===== src/rtl/led_phase_scheduler.sv =====
// rtl/led_phase_scheduler.sv - RED/AMBIENT/IR LED phase sequencer with per-phase ADC averaging
module led_phase_scheduler #(
  parameter int SETTLE_CYC  = 3,
  parameter int SAMPLE_LOG2 = 2
) (
  input  logic       CLK,
  input  logic       rst_n,
  input  logic       Enable,
  input  logic [7:0] ADC,
  input  logic [3:0] LED_DRIVE_Set,
  input  logic [6:0] RED_DC_Comp,
  input  logic [3:0] RED_PGA,
  input  logic [6:0] IR_DC_Comp,
  input  logic [3:0] IR_PGA,
  output logic       LED_RED,
  output logic       LED_IR,
  output logic [3:0] LED_DRIVE,
  output logic [6:0] DC_Comp,
  output logic [3:0] PGA_Gain,
  output logic [7:0] RED_ADC_Value,
  output logic [7:0] IR_ADC_Value,
  output logic [7:0] AMB_ADC_Value,
  output logic [7:0] RED_Corr,
  output logic [7:0] IR_Corr,
  output logic       Frame_Valid,
  output logic       Busy
);

  localparam int N  = 1 << SAMPLE_LOG2;
  localparam int AW = 8 + SAMPLE_LOG2;
  localparam logic [3:0] SETTLE_LAST = 4'(SETTLE_CYC - 1);
  localparam logic [4:0] SAMPLE_LAST = 5'(N - 1);

  localparam logic [1:0] PH_RED = 2'd0;
  localparam logic [1:0] PH_AMB = 2'd1;
  localparam logic [1:0] PH_IR  = 2'd2;

  typedef enum logic [1:0] {IDLE, SETTLE, SAMPLE} state_t;

  state_t          state;
  logic [1:0]      phase;
  logic [3:0]      settle_cnt;
  logic [4:0]      sample_cnt;
  logic [AW-1:0]   acc;
  logic [3:0]      sh_drive;
  logic [6:0]      sh_red_dc;
  logic [3:0]      sh_red_pga;
  logic [6:0]      sh_ir_dc;
  logic [3:0]      sh_ir_pga;
  logic [7:0]      red_avg;
  logic [7:0]      amb_avg;

  logic [AW-1:0]   acc_sum;
  logic [AW-1:0]   acc_shift;
  logic [7:0]      avg;
  logic [7:0]      red_corr_n;
  logic [7:0]      ir_corr_n;
  logic            sample_last;
  logic            frame_start;

  assign acc_sum     = acc + AW'(ADC);
  assign acc_shift   = acc_sum >> SAMPLE_LOG2;
  assign avg         = acc_shift[7:0];
  assign red_corr_n  = (red_avg > amb_avg) ? (red_avg - amb_avg) : 8'd0;
  assign ir_corr_n   = (avg > amb_avg) ? (avg - amb_avg) : 8'd0;
  assign sample_last = (sample_cnt == SAMPLE_LAST);

  // Frame start covers both the first frame out of IDLE and the gapless restart after IR completes.
  assign frame_start = Enable &&
                       ((state == IDLE) ||
                        (state == SAMPLE && phase == PH_IR && sample_last));

  always_ff @(posedge CLK or negedge rst_n) begin
    if (!rst_n) begin
      state         <= IDLE;
      phase         <= PH_RED;
      settle_cnt    <= 4'd0;
      sample_cnt    <= 5'd0;
      acc           <= '0;
      sh_drive      <= 4'd0;
      sh_red_dc     <= 7'd0;
      sh_red_pga    <= 4'd0;
      sh_ir_dc      <= 7'd0;
      sh_ir_pga     <= 4'd0;
      red_avg       <= 8'd0;
      amb_avg       <= 8'd0;
      LED_RED       <= 1'b0;
      LED_IR        <= 1'b0;
      LED_DRIVE     <= 4'd0;
      DC_Comp       <= 7'd0;
      PGA_Gain      <= 4'd0;
      RED_ADC_Value <= 8'd0;
      IR_ADC_Value  <= 8'd0;
      AMB_ADC_Value <= 8'd0;
      RED_Corr      <= 8'd0;
      IR_Corr       <= 8'd0;
      Frame_Valid   <= 1'b0;
      Busy          <= 1'b0;
    end else begin
      Frame_Valid <= 1'b0;
      if (!Enable) begin
        // Abort: drop the frame in progress, keep the last published values.
        if (state != IDLE) begin
          state      <= IDLE;
          phase      <= PH_RED;
          settle_cnt <= 4'd0;
          sample_cnt <= 5'd0;
          acc        <= '0;
          LED_RED    <= 1'b0;
          LED_IR     <= 1'b0;
          LED_DRIVE  <= 4'd0;
          DC_Comp    <= 7'd0;
          PGA_Gain   <= 4'd0;
          Busy       <= 1'b0;
        end
      end else if (frame_start) begin
        if (state == SAMPLE) begin
          RED_ADC_Value <= red_avg;
          AMB_ADC_Value <= amb_avg;
          IR_ADC_Value  <= avg;
          RED_Corr      <= red_corr_n;
          IR_Corr       <= ir_corr_n;
          Frame_Valid   <= 1'b1;
        end
        sh_drive   <= LED_DRIVE_Set;
        sh_red_dc  <= RED_DC_Comp;
        sh_red_pga <= RED_PGA;
        sh_ir_dc   <= IR_DC_Comp;
        sh_ir_pga  <= IR_PGA;
        state      <= SETTLE;
        phase      <= PH_RED;
        settle_cnt <= 4'd0;
        sample_cnt <= 5'd0;
        acc        <= '0;
        Busy       <= 1'b1;
        LED_RED    <= 1'b1;
        LED_IR     <= 1'b0;
        LED_DRIVE  <= LED_DRIVE_Set;
        DC_Comp    <= RED_DC_Comp;
        PGA_Gain   <= RED_PGA;
      end else begin
        case (state)
          SETTLE: begin
            if (settle_cnt == SETTLE_LAST) begin
              state      <= SAMPLE;
              sample_cnt <= 5'd0;
              acc        <= '0;
            end else begin
              settle_cnt <= settle_cnt + 4'd1;
            end
          end
          SAMPLE: begin
            if (sample_last) begin
              state      <= SETTLE;
              settle_cnt <= 4'd0;
              if (phase == PH_RED) begin
                red_avg <= avg;
                phase   <= PH_AMB;
                LED_RED <= 1'b0;
              end else begin
                amb_avg  <= avg;
                phase    <= PH_IR;
                LED_IR   <= 1'b1;
                DC_Comp  <= sh_ir_dc;
                PGA_Gain <= sh_ir_pga;
              end
            end else begin
              acc        <= acc_sum;
              sample_cnt <= sample_cnt + 5'd1;
            end
          end
          default: state <= IDLE;
        endcase
      end
    end
  end

endmodule


===== config.mk =====
export PLATFORM = sky130hd
export DESIGN_NAME = led_phase_scheduler
export DESIGN_NICKNAME = d
export VERILOG_FILES = /design/src/rtl/led_phase_scheduler.sv
export SDC_FILE = /design/constraint.sdc
export NUM_CORES = 1
export LEC_CHECK = 0
export BUFFER_PORTS_ARGS = -buffer_cell sky130_fd_sc_hd__buf_4
export CORE_UTILIZATION = 56
export DETAILED_ROUTE_END_ITERATION = 6
export PLACE_DENSITY = 0.8
export SLEW_MARGIN = 20
export SYNTH_ARGS = -nofsm -noshare
export SYNTH_HDL_FRONTEND = slang
export SYNTH_SLANG_ARGS = --single-unit
export TNS_END_PERCENT = 10

===== constraint.sdc =====
create_clock -name CLK -period 3.7 [get_ports CLK]
set_clock_uncertainty 0.1 [all_clocks]
set_input_delay 0.37 -clock CLK [delete_from_list [all_inputs] [get_ports CLK]]
set_output_delay 0.37 -clock CLK [all_outputs]
set_load 0.005 [all_outputs]

==> results of run 1 <==
==> per-stage QoR <==
step | util, % | area [µm²] | hold WS (ns)
after CTS | 69.6 | 6470 | 0.108
after floorplan | - | 5420 | -0.0256
after global placement | 67.5 | 6270 | 0.309
after global routing | 69.8 | 6480 | 0.115
after detailed placement | 67.5 | 6270 | 0.308
final | 69.8 | 6480 | 0.118
==> cells in the mapped netlist, drive strengths merged (2+ instances only) <==
cell	number	share of area (%)
a21o	13	1.8
a31oi	2	0.23
nand2b	2	0.23
a21oi	23	2.5
or3	3	0.35
clkbuf	7	0.49
o31ai	3	0.42
nor3b	3	0.42
nand2	74	5.3
nor3	3	0.28
o21ai	51	4.8
o21bai	2	0.28
mux2	24	5.0
fa	3	1.1
or2	2	0.23
a22o	25	4.0
o21a	5	0.69
buf	11	1.2
nor2	20	1.4
xnor2	16	2.6
nand3	7	0.65
nand4	2	0.23
inv	24	1.7
xor2	2	0.32
nand3b	2	0.51
and3	5	0.58
ha	27	6.2
nor2b	4	0.46
o22ai	5	0.58
dfrtp	109	50
a22oi	11	1.5
==> power by group through the flow <==
stage / sequential, µW / combinational, µW / clock, µW
finish: 1540 / 1260 / 686
global route: 1570 / 1400 / 756
CTS: 1540 / 1250 / 703
detailed placement: 1560 / 1250 / 0
global placement: 1550 / 1190 / 0
floorplan: 1520 / 834 / 0
==> worst max path at each step <==
stage | startpoint | to | slack [ns] | cells after the start
2_1_floorplan | ADC[0] | IR_Corr[7]$_DFFE_PN0P_ | 0.67 | 13
3_3_place_gp | ADC[0] | IR_Corr[7]$_DFFE_PN0P_ | 0.32 | 14
5_1_grt | acc[0]$_DFFE_PN0P_ | IR_Corr[7]$_DFFE_PN0P_ | 0.005 | 13
4_1_cts | acc[0]$_DFFE_PN0P_ | IR_Corr[7]$_DFFE_PN0P_ | 0.24 | 13
6_report | acc[0]$_DFFE_PN0P_ | IR_Corr[7]$_DFFE_PN0P_ | 0.20 | 13
3_5_place_dp | ADC[0] | IR_Corr[7]$_DFFE_PN0P_ | 0.12 | 14
==> kinds of logic (layout without fill, tap and decap cells) <==
family | count (synthesis) | after routing
AO/OA/AOI/OAI | 150 | 150
XOR/XNOR | 18 | 18
flip-flops | 109 | 109
AND/OR/NAND/NOR | 132 | 132
adder cells (fa/ha/maj) | 30 | 30
multiplexers | 25 | 25
buffers and inverters | 43 | 146
==> cell type report <==
cell class	count	area [µm²]	share of cell area (%)
flip-flops and latches	109	2730	42.1
multi-input cells	355	2500	38.6
repair buffers	105	791	12.2
well taps	129	161	2.49
clock buffers	10	138	2.13
inverters	25	106	1.64
clock inverters	6	51.3	0.792
==> metal layers <==
metal  routed length, µm  global-route usage, %  part of all wire, %
met1                4920                   33.1                   42
met2                6050                   43.0                   51
met3                 542                   3.97                  4.6
met4                 324                   11.1                  2.7
met5                   0                      0                    0
==> state kept, by name, summed over array words and instances (netlist names), 2 cells and up <==
register,count
acc,10
state,2
LED_DRIVE,4
red_avg,8
AMB_ADC_Value,8
RED_Corr,8
phase,2
IR_Corr,8
sample_cnt,5
IR_ADC_Value,8
sh_ir_dc,7
PGA_Gain,4
RED_ADC_Value,8
amb_avg,8
settle_cnt,4
sh_ir_pga,4
DC_Comp,7
==> out/qor.txt, run 1 <==
Status: completed
Final Hold Viols: 0
YS warnings: 0
Post-DRT Antenna Nets: 0
Worst r2r src: acc[0]$_DFFE_PN0P_
Final Non-Filler Cells: 739
Largest net degree at the start of global routing: 50
Reg2reg path depth: 13
Synthesized flop and latch total: 109
Area delta synth->final: 19.6%
Reg2Reg Setup Slack: 0.20 ns
Mapped Area: 5420 µm²
CP endpoint kind: flop
Dpl ws: 0.117 ns
Fin crit period: 3.50 ns
# IOs: 96
End of the worst register-to-register path: IR_Corr[7]$_DFFE_PN0P_
ANT cells: 0
Clk sinks: 109
Buffers added on ports: 95
Core Area: 9280 µm²
Synth Area in Compound Gates: 18.9%
Fmax: 0.286 GHz
Initial antenna violation count: 0
Slew Limit Fails: 0
Comb power frac: 36.1%
Fillers: 719
Hold endpoint: LED_DRIVE[2]$_DFFE_PN0P_
Max IR drop VDD: 0.351 mV
NumNets Final: 672
Drt wl/cell: 16.0 µm
Async S/R FF share, synth: 100%
Cell count of the worst hold path: 2
Routability cong.: 0.918
DRT Pass-1 Iters: 4
Internal Power: 2250 µW
Cells after DPL: 722
CTS Hold Bufs: 1
GR Util All Layers: 25.6%
Synth Area in Simple Gates: 11.6%
Post-DP HPWL: 8880 µm
Slowest stage delay, CP: 0.42 ns
DR DRC count: 0
Drt total wl: 11800 µm
Unrepaired setup endpoints after global routing: no
Primary FF master, synth: dfrtp_1
Critical path's top delay family: compound AO/OA/AOI/OAI gates
Clk pwr share: 19.7%
Worst-path cell chain: ha_1 -> fa_1 -> a21oi_1 -> o21ai_0 -> o21a_1 -> nor2_1 -> xnor2_1 -> ha_1 -> nand3_1 -> o22ai_1 -> a221oi_1 -> o22ai_1 -> a22o_1
Tcrit/Tclk final: 94.6%
Fraction of layout cells with a size suffix above 1: 25.4%
CTS tree: built
Initial core utilization: 58.3%
Placement Rows: 35
Clock Path Buffers: 2
Pwr Density: 538 nW/µm²
Initial drt markers: 150
Syn Area/Cell: 10.7 µm²
Maxcap violations: 0
Hold WC Path Type: input pin to flop
Synth Area in Adders: 7.35%
Global-route wire length before repair: 20100 µm
Die extent in y: 100 µm
Leakage power: 0.00326 µW
Final setup fails: 0
Psw: 1240 µW
Slowest CP cell: fa_1
Die W: 100 µm
Postcts setup bufs: 0
WP data arrival: 3.66 ns
Vias in the first global route: 4157
Total negative slack: 0 ns
CTS buffer count: 9
Classification of the worst setup path: flop to flop
Commonest non-fill, non-tap cell in the layout: dfrtp_1
Hold_sp: LED_DRIVE_Set[2]
Post-synthesis sequential area ratio: 50.4%
Multiplexer area fraction after synthesis: 5.18%
CP Data Required Time: 3.87 ns
Relative slew margins: 47.3%
Post-synth EDFFs: 0
Syn Inst Count: 507
Syn Nets: 574
Post-synth cell types: 56
Final worst slack: 0.201 ns
CP Buf/Inv Count: 0
Die area: 10100 µm²
Reg power frac: 44.2%
Switching Fraction: 35.5%
Total power: 3490 µW
Main combinational cell family by area after synthesis: compound AO/OA/AOI/OAI gates
Post-CTS sizing: 0
GRT overflow: 0
Xor and xnor fraction of the mapped netlist area: 2.91%
Startpoint Class: flop
Worst-path clk slew: 0.10 ns
Root Buffer: clkbuf_8
Most frequent cells in the layout: 109 x dfrtp_1, 104 x buf_4, 73 x nand2_1
Vias: 4168
Avg Vias per Cell: 5.64
Clk_lat worst skew: 0.37 ns
Critical Path Fanout Max: 5
Slew @ Worst Pin: 0.788 ns
H-Tree Depth: 3
No activity file was read; power rests on OpenSTA's default activity.
==> run 2: changes to the inputs <==
CAP_MARGIN = 20   (was unset)
CORE_UTILIZATION = 55   (was 56)
PLACE_DENSITY = 0.79   (was 0.8)
clock period = 3.75 ns   (was 3.7 ns; I/O delays follow)
==> run 2 against run 1 <==
Compared with the run above: final area increased by 0.23%; utilization fell by 0.49 points; flip-flop and latch count stayed put; first-iteration DRC count is the same; via count shrank 1.3%; register-to-register slack improved by 0.11 ns; critical endpoint unchanged; highest routed layer unchanged.
==> out/qor.txt, run 2 (same netlist as run 1, synthesis figures left out) <==
Status: completed
Root Buffer: clkbuf_8
CP endpoint kind: flop
Fillers: 757 (+5.3%)
CTS tree: built
Max IR drop VDD: 0.420 mV (+20%)
Initial core utilization: 57.8% (-0.55 points)
Startpoint Class: flop
NumNets Final: 672 (unchanged)
Clk_lat worst skew: 0.37 ns (about the same)
GR Util All Layers: 24.3% (-1.4 points)
Fmax: 0.291 GHz (+1.7%)
Fin crit period: 3.44 ns (-0.0597 ns)
Fraction of layout cells with a size suffix above 1: 25.4% (unchanged)
Total power: 3500 µW (+0.28%)
Vias: 4113 (-1.3%)
CTS buffer count: 9 (unchanged)
Maxcap violations: 0 (unchanged)
Final Hold Viols: 0 (unchanged)
Die area: 10200 µm² (+1.8%)
Final Non-Filler Cells: 739 (unchanged)
Final setup fails: 0 (unchanged)
Buffers added on ports: 95 (unchanged)
Initial drt markers: 150 (unchanged)
Leakage power: 0.00327 µW (about the same)
Hold WC Path Type: input pin to flop
Clk sinks: 109 (unchanged)
Routability cong.: 0.942 (+2.6%)
ANT cells: 0 (unchanged)
Post-DRT Antenna Nets: 0 (unchanged)
Classification of the worst setup path: flop to flop
DR DRC count: 0 (unchanged)
Vias in the first global route: 4131 (-0.63%)
Area delta synth->final: 19.9%
Placement Rows: 35 (unchanged)
Largest net degree at the start of global routing: 50 (unchanged)
Global-route wire length before repair: 19300 µm (-3.7%)
Slowest CP cell: fa_1
Post-CTS sizing: 0 (unchanged)
Post-DP HPWL: 8760 µm (-1.3%)
Biggest register: acc
Worst-path cell chain: ha_1 -> fa_1 -> a21oi_1 -> o21ai_0 -> o21a_1 -> nor2_1 -> xnor2_1 -> ha_1 -> nand3_1 -> o22ai_1 -> a221oi_1 -> o22ai_1 -> a22o_1
Slowest stage delay, CP: 0.42 ns (about the same)
Slew Limit Fails: 0 (unchanged)
Drt wl/cell: 15.7 µm (-1.8%)
Avg Vias per Cell: 5.57 (-1.3%)
CP Buf/Inv Count: 0 (unchanged)
Postcts setup bufs: 0 (unchanged)
Cells after DPL: 722 (unchanged)
Commonest non-fill, non-tap cell in the layout: dfrtp_1
Slew @ Worst Pin: 1.04 ns (+0.250 ns)
Core Area: 9370 µm² (+0.94%)
Final core occ: 69.3% (-0.49 points)
Die extent in y: 101 µm (+0.89%)
CP Data Required Time: 3.91 ns (+0.04 ns)
Critical path's top delay family: compound AO/OA/AOI/OAI gates
Most frequent cells in the layout: 109 x dfrtp_1, 104 x buf_4, 73 x nand2_1
Initial antenna violation count: 0 (unchanged)
Worst-path clk slew: 0.11 ns (about the same)
Drt total wl: 11600 µm (-1.8%)
Tcrit/Tclk final: 91.7% (-2.9 points)
Critical Path Fanout Max: 5 (unchanged)
Die W: 101 µm (+0.89%)
# IOs: 96 (unchanged)
WHS: 0.116 ns (-0.00213 ns)
Relative slew margins: 30.7% (-17 points)
DRT Pass-1 Iters: 6 (+2)
Total negative slack: 0 ns (unchanged)
Pwr Density: 539 nW/µm² (about the same)
H-Tree Depth: 3 (unchanged)
Clock Path Buffers: 2 (unchanged)
WP data arrival: 3.60 ns (-0.06 ns)
Unrepaired setup endpoints after global routing: no
GRT overflow: 0 (unchanged)
CTS Hold Bufs: 1 (unchanged)
Largest register FFs: 10 (unchanged)
==> run 2: changes by cell type in the layout (fill, tap and decap cells not counted), sizes merged <==
cell    change
clkinv      -2
inv         +1
bufinv      +1
==> run 2: area by class of cell <==
class                   count  area [µm²]  share of cell area (%)
multi-input cells         355        2490                    38.4
inverters                  25         106                    1.64
flip-flops and latches    109        2730                    42.0
clock buffers              10         138                    2.12
clock inverters             6        76.3                    1.18
well taps                 129         161                    2.49
repair buffers            105         791                    12.2
==> run 2: final timing paths <==
kind / from / to / slack, ns / cells past startpoint
hold reg to reg: IR_ADC_Value[3]$_DFFE_PN0P_ / IR_ADC_Value[3]$_DFFE_PN0P_ / 0.39 / 2
setup / recovery: acc[0]$_DFFE_PN0P_ / IR_Corr[7]$_DFFE_PN0P_ / 0.31 / 13
min in group asynchronous: rst_n / RED_Corr[2]$_DFFE_PN0P_ / 0.43 / 2
setup reg to reg: acc[0]$_DFFE_PN0P_ / IR_Corr[7]$_DFFE_PN0P_ / 0.31 / 13
max in group asynchronous: rst_n / PGA_Gain[0]$_DFFE_PN0P_ / 2.25 / 3
hold / removal: LED_DRIVE_Set[3] / LED_DRIVE[3]$_DFFE_PN0P_ / 0.12 / 2
==> run 2: power breakdown <==
part | switching, µW | leakage, µW | internal, µW
clock network | 409 | 0.000110 | 340
logic | 655 | 0.00171 | 572
registers | 149 | 0.00145 | 1370
==> run 2: through the flow <==
| step | instance area, µm² | setup slack (ns) |
|---|---|---|
| after global placement | 6270 | 0.368 |
| after detailed placement | 6270 | 0.245 |
| after floorplan | 5420 | 0.720 |
| after CTS | 6490 | 0.329 |
| after global routing | 6490 | 0.101 |
| final | 6490 | 0.311 |
==> run 2: layer usage <==
metal	vias to the layer above	wire length, µm	share of wire [%]	GRT usage, %
li1	1996	-	-	-
met1	1994	5020	43	29.9
met2	103	5890	51	42.5
met3	20	495	4.3	4.42
met4	0	221	1.9	9.14
met5	-	0	0	0
==> run 3: changes to the inputs <==
BUFFER_PORTS_ARGS = unset   (was -buffer_cell sky130_fd_sc_hd__buf_4)
CAP_MARGIN = 0   (was 20)
DONT_BUFFER_PORTS = 1   (was unset)
PLACE_DENSITY = 0.7   (was 0.79)
==> run 3 against run 2 <==
Compared with the run above: die area unchanged; non-clock buffer count decreased by 96; utilization decreased by 7.6 points; setup slack improved by 0.066 ns; routed wire length decreased by 4.7%; largest cell class unchanged; highest routed layer unchanged.
==> out/qor.txt, run 3 (same netlist as run 1, synthesis figures left out) <==
Global-route wire length before repair: 18300 µm (-5.3%)
Clock Path Buffers: 2 (unchanged)
Post-DRT Antenna Nets: 0 (unchanged)
Largest net degree at the start of global routing: 110 (+120%)
# IOs: 96 (unchanged)
Fin crit period: 3.37 ns (-0.0664 ns)
Fraction of layout cells with a size suffix above 1: 11.5% (-14 points)
CTS tree: built
Die W: 101 µm (unchanged)
Post-DP HPWL: 7980 µm (-8.9%)
Max IR drop VDD: 0.316 mV (-25%)
Final setup fails: 0 (unchanged)
Slew @ Worst Pin: 0.788 ns (-0.250 ns)
WHS: 0.0269 ns (-0.0891 ns)
Classification of the worst setup path: flop to flop
Initial drt markers: 182 (+21%)
GRT overflow: 0 (unchanged)
Relative slew margins: 47.1% (+16 points)
Final Non-Filler Cells: 643 (-13%)
Reg power frac: 46.8% (+3.3 points)
Grt met1 use: 29.9% (-0.054 points)
Initial core utilization: 57.8% (unchanged)
Vias in the first global route: 3690 (-11%)
Avg Vias per Cell: 5.80 (+4.3%)
Die area: 10200 µm² (unchanged)
Final core occ: 61.6% (-7.6 points)
ANT cells: 0 (unchanged)
Total negative slack: 0 ns (unchanged)
Tcrit/Tclk final: 89.9% (-1.8 points)
Status: completed
Core Area: 9370 µm² (unchanged)
Switching Fraction: 36.2% (+1.5 points)
Hold WC Path Type: input pin to flop
Final Hold Viols: 0 (unchanged)
Leakage power: 0.00278 µW (-15%)
Internal Power: 2110 µW (-7.7%)
Vias: 3731 (-9.3%)
Slew Limit Fails: 0 (unchanged)
Cells after DPL: 625 (-13%)
Pwr Density: 571 nW/µm² (+6.1%)
Largest register FFs: 10 (unchanged)
Clk_lat worst skew: 0.37 ns (about the same)
H-Tree Depth: 3 (unchanged)
Fmax: 0.296 GHz (+2.0%)
GR Util All Layers: 23.1% (-1.1 points)
Startpoint Class: flop
Commonest non-fill, non-tap cell in the layout: dfrtp_1
CTS buffer count: 9 (unchanged)
Area delta synth->final: 6.68%
Buffers added on ports: 0 (-100%)
Clk pwr share: 21.5% (about the same)
Initial antenna violation count: 0 (unchanged)
Die extent in y: 101 µm (unchanged)
DR DRC count: 0 (unchanged)
Most frequent cells in the layout: 109 x dfrtp_1, 73 x nand2_1, 45 x o21ai_0
Comb power frac: 31.8% (-3.3 points)
Unrepaired setup endpoints after global routing: no
Placement Rows: 35 (unchanged)
M3 GR Usage: 5.24% (+0.83 points)
Routability cong.: 0.917 (-2.7%)
CP endpoint kind: flop
CP Data Required Time: 3.96 ns (+0.05 ns)
Psw: 1190 µW (-1.6%)
NumNets Final: 576 (-14%)
DRT Pass-1 Iters: 4 (-2)
Biggest register: acc
Worst-path clk slew: 0.12 ns (about the same)
WP data arrival: 3.58 ns (-0.02 ns)
Met2 Use GR: 38.0% (-4.6 points)
Root Buffer: clkbuf_8
Maxcap violations: 0 (unchanged)
Clk sinks: 109 (unchanged)
Drt total wl: 11100 µm (-4.7%)
Critical Path Fanout Max: 7 (+2)
Top Usage Layer GRT: met2
Drt wl/cell: 17.2 µm (+9.6%)
[run 3: area by class of cell]
cell class                      instances  area (µm²)
Clock inverter                          6        62.6
Sequential cell                       109        2730
Timing Repair Buffer                    9        90.1
Clock buffer                           10         138
Tap cell                              129         161
Multi-Input combinational cell        355        2490
Inverter                               25         106
Fill cell                             817        3590
[run 3: power groups by stage]
stage	registers [µW]	clock network [µW]	logic [µW]
3_5_place_dp	1560	0	1030
2_1_floorplan	1500	0	823
3_3_place_gp	1560	0	993
5_1_grt	1570	778	1180
4_1_cts	1540	731	1050
6_report	1540	708	1050
[run 3: routing by layer]
layer / share of wire (%) / vias to the layer above
met3: 5.7 / 15
met2: 49 / 110
li1: - / 1795
met1: 43 / 1811
met4: 1.9 / 0
met5: 0 / -
[run 3: path summary, 6_finish.rpt]
kind                                             start                           to  slack [ns]  cells after the start
worst min-delay path                  LED_DRIVE_Set[2]     LED_DRIVE[2]$_DFFE_PN0P_        0.03                      1
worst min register to register  amb_avg[6]$_DFFE_PN0P_       amb_avg[6]$_DFFE_PN0P_        0.39                      2
max in group asynchronous                        rst_n           acc[5]$_DFFE_PN0P_        2.62                      2
worst max-delay path                acc[0]$_DFFE_PN0P_       IR_Corr[2]$_DFFE_PN0P_        0.38                     13
min in group asynchronous                        rst_n  IR_ADC_Value[0]$_DFFE_PN0P_        0.54                      2
worst max register to register      acc[0]$_DFFE_PN0P_       IR_Corr[2]$_DFFE_PN0P_        0.38                     13
[run 3: metrics by stage]
| step | total power, µW | area, µm² | worst slack [ns] |
|---|---|---|---|
| finish | 3300 | 5780 | 0.377 |
| global route | 3530 | 5780 | 0.0980 |
| floorplan | 2320 | 5420 | 0.720 |
| global placement | 2550 | 5540 | 0.486 |
| CTS | 3330 | 5780 | 0.394 |
| detailed placement | 2590 | 5540 | 0.424 |
[run 3: critical path, stage by stage (launching register included)]
cell      delay (ns)
dfrtp_1         0.40
ha_1            0.21
fa_1            0.41
a21oi_1         0.21
o21ai_0         0.17
o21a_1          0.20
nor2_1          0.11
xnor2_1         0.15
ha_1            0.39
o211ai_1        0.11
o21bai_1        0.22
nand3_1         0.18
a21oi_4         0.28
a22o_1          0.17
[run 3: timing repair]
item / CTS / global route
endpoints found under the hold margin: 109 / 0
gates resized for setup: 0 / 0
buffers inserted: 0 / 0
hold buffers: 2 / 0
